File: src/rtl/ring_counter_pkg.sv
// Shared types, widths and the rotate helper for the ring-counter checker.
package ring_counter_pkg;

    localparam int unsigned RING_WIDTH  = 8;
    localparam int unsigned INDEX_WIDTH = 3;

    typedef enum logic [1:0] {
        StIdle,
        StAcquire,
        StLocked,
        StFault
    } ring_state_e;

    // Expected next word of a ring counter advancing one step in the given direction.
    function automatic logic [RING_WIDTH-1:0] rotate_next(
        input logic [RING_WIDTH-1:0] word,
        input logic                  left
    );
        if (left) begin
            return {word[RING_WIDTH-2:0], word[RING_WIDTH-1]};
        end
        return {word[0], word[RING_WIDTH-1:1]};
    endfunction

endpackage

File: src/rtl/ring_onehot_encoder.sv
// Combinational 8-to-3 one-hot encoder with a legality flag (exactly one bit set).
module ring_onehot_encoder
    import ring_counter_pkg::*;
(
    input  logic [RING_WIDTH-1:0]  word_i,
    output logic [INDEX_WIDTH-1:0] index_o,
    output logic                   legal_o
);

    // Power-of-two test for legality; OR of set-bit positions for the index.
    always_comb begin
        index_o = '0;
        legal_o = (word_i != '0) && ((word_i & (word_i - 1'b1)) == '0);
        for (int i = 0; i < RING_WIDTH; i++) begin
            if (word_i[i]) begin
                index_o = index_o | INDEX_WIDTH'(i);
            end
        end
    end

endmodule

File: src/rtl/ring_counter_checker_8_bit.sv
// Observes an 8-bit one-hot ring counter, locks after LOCK_COUNT consecutive legal
// advances and flags violations once locked.
// Optional feature: define RING_CHECKER_ERR_COUNT_EN to add the saturating
// Error_Count_Out port and its counter.
module ring_counter_checker_8_bit
    import ring_counter_pkg::*;
#(
    parameter int unsigned LOCK_COUNT  = 4,
    parameter bit          ROTATE_LEFT = 1'b1
) (
    input  logic                   Clk_In,
    input  logic                   Resetb_In,
    input  logic [RING_WIDTH-1:0]  Count_In,
    input  logic                   Advance_In,
    output logic [INDEX_WIDTH-1:0] Index_Out,
    output logic                   Index_Valid_Out,
    output logic                   Locked_Out,
    output logic                   Error_Out
`ifdef RING_CHECKER_ERR_COUNT_EN
    ,
    output logic [7:0]             Error_Count_Out
`endif
);

    localparam logic [3:0] LockCnt = 4'(LOCK_COUNT);

    ring_state_e           state_q;
    logic [RING_WIDTH-1:0] prev_q;
    logic [3:0]            good_q;

    logic [INDEX_WIDTH-1:0] enc_index;
    logic                   enc_legal;
    logic                   adv_ok;
    logic                   hold_ok;
    logic                   violation;
    logic [3:0]             good_inc;

    ring_onehot_encoder u_encoder (
        .word_i  (Count_In),
        .index_o (enc_index),
        .legal_o (enc_legal)
    );

    // Classify the current word against the previous sample.
    always_comb begin
        adv_ok    = enc_legal && Advance_In && (Count_In == rotate_next(prev_q, ROTATE_LEFT));
        hold_ok   = enc_legal && !Advance_In && (Count_In == prev_q);
        violation = (state_q == StLocked) && !(adv_ok || hold_ok);
        good_inc  = good_q + 4'd1;
    end

    // Checker FSM with registered outputs.
    always_ff @(posedge Clk_In or negedge Resetb_In) begin
        if (!Resetb_In) begin
            state_q         <= StIdle;
            prev_q          <= '0;
            good_q          <= '0;
            Index_Out       <= '0;
            Index_Valid_Out <= 1'b0;
            Locked_Out      <= 1'b0;
            Error_Out       <= 1'b0;
        end else begin
            prev_q          <= Count_In;
            Index_Valid_Out <= enc_legal;
            Error_Out       <= violation;
            if (enc_legal) begin
                Index_Out <= enc_index;
            end
            unique case (state_q)
                StIdle: begin
                    good_q     <= '0;
                    Locked_Out <= 1'b0;
                    if (enc_legal) begin
                        state_q <= StAcquire;
                    end
                end
                StAcquire: begin
                    Locked_Out <= 1'b0;
                    if (!enc_legal) begin
                        state_q <= StIdle;
                        good_q  <= '0;
                    end else if (adv_ok) begin
                        if (good_inc >= LockCnt) begin
                            state_q    <= StLocked;
                            Locked_Out <= 1'b1;
                            good_q     <= '0;
                        end else begin
                            good_q <= good_inc;
                        end
                    end else if (!hold_ok) begin
                        good_q <= '0;
                    end
                end
                StLocked: begin
                    if (violation) begin
                        state_q    <= StFault;
                        Locked_Out <= 1'b0;
                    end else begin
                        Locked_Out <= 1'b1;
                    end
                end
                StFault: begin
                    // Single recovery cycle; whatever is seen here is not a new violation.
                    good_q     <= '0;
                    Locked_Out <= 1'b0;
                    state_q    <= enc_legal ? StAcquire : StIdle;
                end
                default: begin
                    state_q    <= StIdle;
                    good_q     <= '0;
                    Locked_Out <= 1'b0;
                end
            endcase
        end
    end

`ifdef RING_CHECKER_ERR_COUNT_EN
    // Saturating count of violations, stepped on the same edge that raises Error_Out.
    always_ff @(posedge Clk_In or negedge Resetb_In) begin
        if (!Resetb_In) begin
            Error_Count_Out <= 8'h00;
        end else if (violation && (Error_Count_Out != 8'hFF)) begin
            Error_Count_Out <= Error_Count_Out + 8'd1;
        end
    end
`endif

endmodule

File: config.mk
export PLATFORM = sky130hd
export DESIGN_NAME = ring_counter_checker_8_bit
export DESIGN_NICKNAME = d
export VERILOG_FILES = /design/src/rtl/ring_counter_pkg.sv /design/src/rtl/ring_onehot_encoder.sv /design/src/rtl/ring_counter_checker_8_bit.sv
export SDC_FILE = /design/constraint.sdc
export NUM_CORES = 1
export LEC_CHECK = 0
export ABC_AREA = 1
export CORE_ASPECT_RATIO = 0.7
export CORE_MARGIN = 2
export CORE_UTILIZATION = 62
export CTS_CLUSTER_DIAMETER = 30
export DETAILED_ROUTE_END_ITERATION = 8
export DONT_BUFFER_PORTS = 1
export PLACE_DENSITY_LB_ADDON = 0.05
export SYNTH_ARGS = -nofsm -noshare
export SYNTH_HDL_FRONTEND = slang
export SYNTH_SLANG_ARGS = --single-unit
File: constraint.sdc
create_clock -name Clk_In -period 2.18 [get_ports Clk_In]
set_input_delay 0.327 -clock Clk_In [delete_from_list [all_inputs] [get_ports Clk_In]]
set_output_delay 0.327 -clock Clk_In [all_outputs]
set_load 0.01 [all_outputs]
==> flow_metrics.tcl <==
set metrics [dict create \
    status "finished, final reports clean" \
    maxSlewHeadroom_pct 39.3 \
    syn_avg_cell_area_um2 7.02 \
    critical_path_arrival_ps 1980 \
    die_y_um 43.7 \
    grt_pass1_vias 1100 \
    grt_max_degree 21 \
    cp_slowest_cell "dfrtp_1" \
    synth.cell_area_um2 1400 \
    hold_viol_final 0 \
    via_per_inst 5.09 \
    grt_setup_unrepaired "no" \
    start_kind "flip-flop" \
    drc 0 \
    h-tree-depth 1 \
    tightest_slew_ps 907 \
    io_pins 17 \
    n_antenna_cell 0 \
    synthTopCellsByArea "dfrtp_1, nand2_1, inv_1, ha_1, nand3_1" \
    cp_common_cell "nand2_1" \
    clk_pin_slew_ps 110 \
    cts_sinks 20 \
    dp.final_hpwl_um 2120 \
    clock_path_buffers 2 \
    area_growth_pct 6.18 \
    wl_per_cell_um 11.4 \
    hp-start "Count_In[4]" \
    crit_path_start "good_q[0]" \
    regArea_um2 500 \
    finalCritPeriodShare_pct 79.3 \
    rows 14 \
    initial_core_util_pct 65.4 \
    cts.root.buffer_cell "clkbuf_4" \
    ant_nets 0 \
    maxCapViolCount 0 \
    coreArea_um2 2140 \
    cts_buffers 3 \
    synth_seq_cells 20 \
    die_w_um 60.7 \
    period_needed_ps 1730 \
    yosysSeqAreaShare_pct 35.8 \
    p_leak_nw 0.816 \
    wl_um 2700 \
    ctsResizeCount 0 \
    antenna_found_initial 0 \
    yosys_warnings 0 \
    setup_tns_ps 0 \
    layout-drive-gt1-share_pct 14.7 \
    track_usage_pct 25.4 \
    hold_class "in2reg" \
    finalPower_mw 0.892 \
    dieArea_um2 2660 \
    power_density_nw_per_um2 601 \
    place_congestion 0.837 \
    multi_input_area_um2 758 \
    worst-path-buf-inv 1 \
    max-vdd-ir-drop_v 0.000418 \
    syn_inst 199 \
    clk_latency_ps 300 \
    overflow 0 \
    synth_cell_types 26 \
    post_cts_buffers 0 \
    critPathMaxStageDelay_ps 440 \
    grt_pass1_wl_um 4860 \
    synth_top_area_share_pct 35.8 \
    numPortBuffers 0 \
    synth_fp_nets 216 \
    critPathTopFamily "simple AND/OR/NAND/NOR gates" \
    final_max_slew_viol_count 0 \
    setup_viol 0 \
    vias 1201 \
    synth_top_cell_by_area "dfrtp_1" \
    drt_first_pass_iters 4 \
    crit_chain "ha_1 > xor2_1 > nor2_1 > inv_1 > or2_2 > nor3_1 > nand2_1 > nand2_1" \
    worstPathMaxFanout 5 \
    end_kind "flip-flop" \
    drt_iter0_markers 55 \
    fmax_mhz 578 \
    nFillCells 195 \
    worstPathRequired_ps 2430 \
    crit_type "reg2reg" \
    tritoncts "done" \
    worstReg2RegStart "good_q[0]" \
    fin_worst_skew_ps 6.54 \
    fin_nets 222 \
]
==> repair_timing <==
action | 4_1_cts | 5_1_grt
endpoints found under the setup margin | 0 | 0
endpoints found under the hold margin | 20 | 0
hold buffers | 1 | 0
==> synthesized netlist by cell type <==
cell      number
nand3_1       12
nor3_1         3
a41oi_1        1
inv_1         32
or2_1          1
xor2_1         2
nor2_2         6
a21oi_1        5
o21ai_0        3
xnor2_1        2
nand3_2        5
ha_1           6
nand2_1       63
o21ai_1        1
o21ai_2        1
nand4_1        4
nand2_2        5
o21bai_1       1
nand3b_1       1
o22ai_1        2
or2_2          1
a21boi_0       1
inv_2          5
dfrtp_1       20
nor2_1        13
nor2_4         3
==> cells in the final DEF (no fill, tap or decap), drive strengths merged, types with 2 or more instances in the layout <==
cell type and n:
a21oi 5, clkbuf 4, dfrtp 20, ha 6
inv 37, nand2 68, nand3 17, nand4 4
nor2 22, nor3 3, o21ai 5, o22ai 2
or2 2, xnor2 2, xor2 2
==> worst paths after layout <==
kind                                   endpoint  depth (start not counted)  slack (ps)
worst max-delay path                  good_q[0]                          8         450
worst min-delay path                  prev_q[4]                          0          40
worst max register to register        good_q[0]                          8         450
worst min register to register        good_q[3]                          2         550
max in group asynchronous       Index_Valid_Out                          1        1040
min in group asynchronous             prev_q[4]                          1         580
==> per-layer routing <==
layer  wire length [µm]  vias to the layer above  GRT usage (%)
met3                268                        4           9.85
li1                   -                      630              -
met5                  0                        -              0
met2               1070                       49           34.4
met1               1340                      518           37.7
met4                 28                        0           6.52
==> worst register-to-register path, stage by stage, from the launching register on <==
cell and delay [ps]:
dfrtp_1 440, ha_1 220, xor2_1 140, nor2_1 200, inv_1 80, or2_2 280
nor3_1 200, nand2_1 70, nand2_1 50
==> power by group <==
part | switching [mW] | leakage, nW | internal [mW] | total, mW
Combinational | 0.137 | 0.540 | 0.0906 | 0.227
Sequential | 0.0444 | 0.255 | 0.405 | 0.449
Clock | 0.113 | 0.0210 | 0.102 | 0.215
==> cell type report <==
cell class / count / share of cell area [%]
flip-flops and latches: 20 / 33.7
repair buffers: 1 / 0.675
well taps: 32 / 2.70
clock buffers: 4 / 2.45
multi-input cells: 142 / 51.1
inverters: 37 / 9.36
==> registers in the layout, summed over array words and instances, names as in the netlist, named ones only <==
name             count
Error_Out            1
Index_Out            3
Index_Valid_Out      1
Locked_Out           1
good_q               4
prev_q               8
state_q              1
==> logic make-up after synthesis <==
logic type / count (synthesis) / synth area share (%)
flip-flops: 20 / 35.8
XOR/XNOR: 4 / 2.51
buffers and inverters: 37 / 9.94
adder cells (fa/ha/maj): 6 / 5.37
AO/OA/AOI/OAI: 15 / 6.45
AND/OR/NAND/NOR: 117 / 39.9
==> through the flow <==
stage,setup slack (ps),instances,hold slack [ps],cell area [µm²],util (%)
2_1_floorplan,646,199,31.4,1400,-
3_3_place_gp,609,231,31.7,1440,67.3
3_5_place_dp,490,231,31.7,1440,67.3
4_1_cts,464,236,26.4,1480,69.4
5_1_grt,326,236,0.340,1480,69.4
6_report,451,236,35.1,1480,69.4
(Power assumes the default switching activity.)
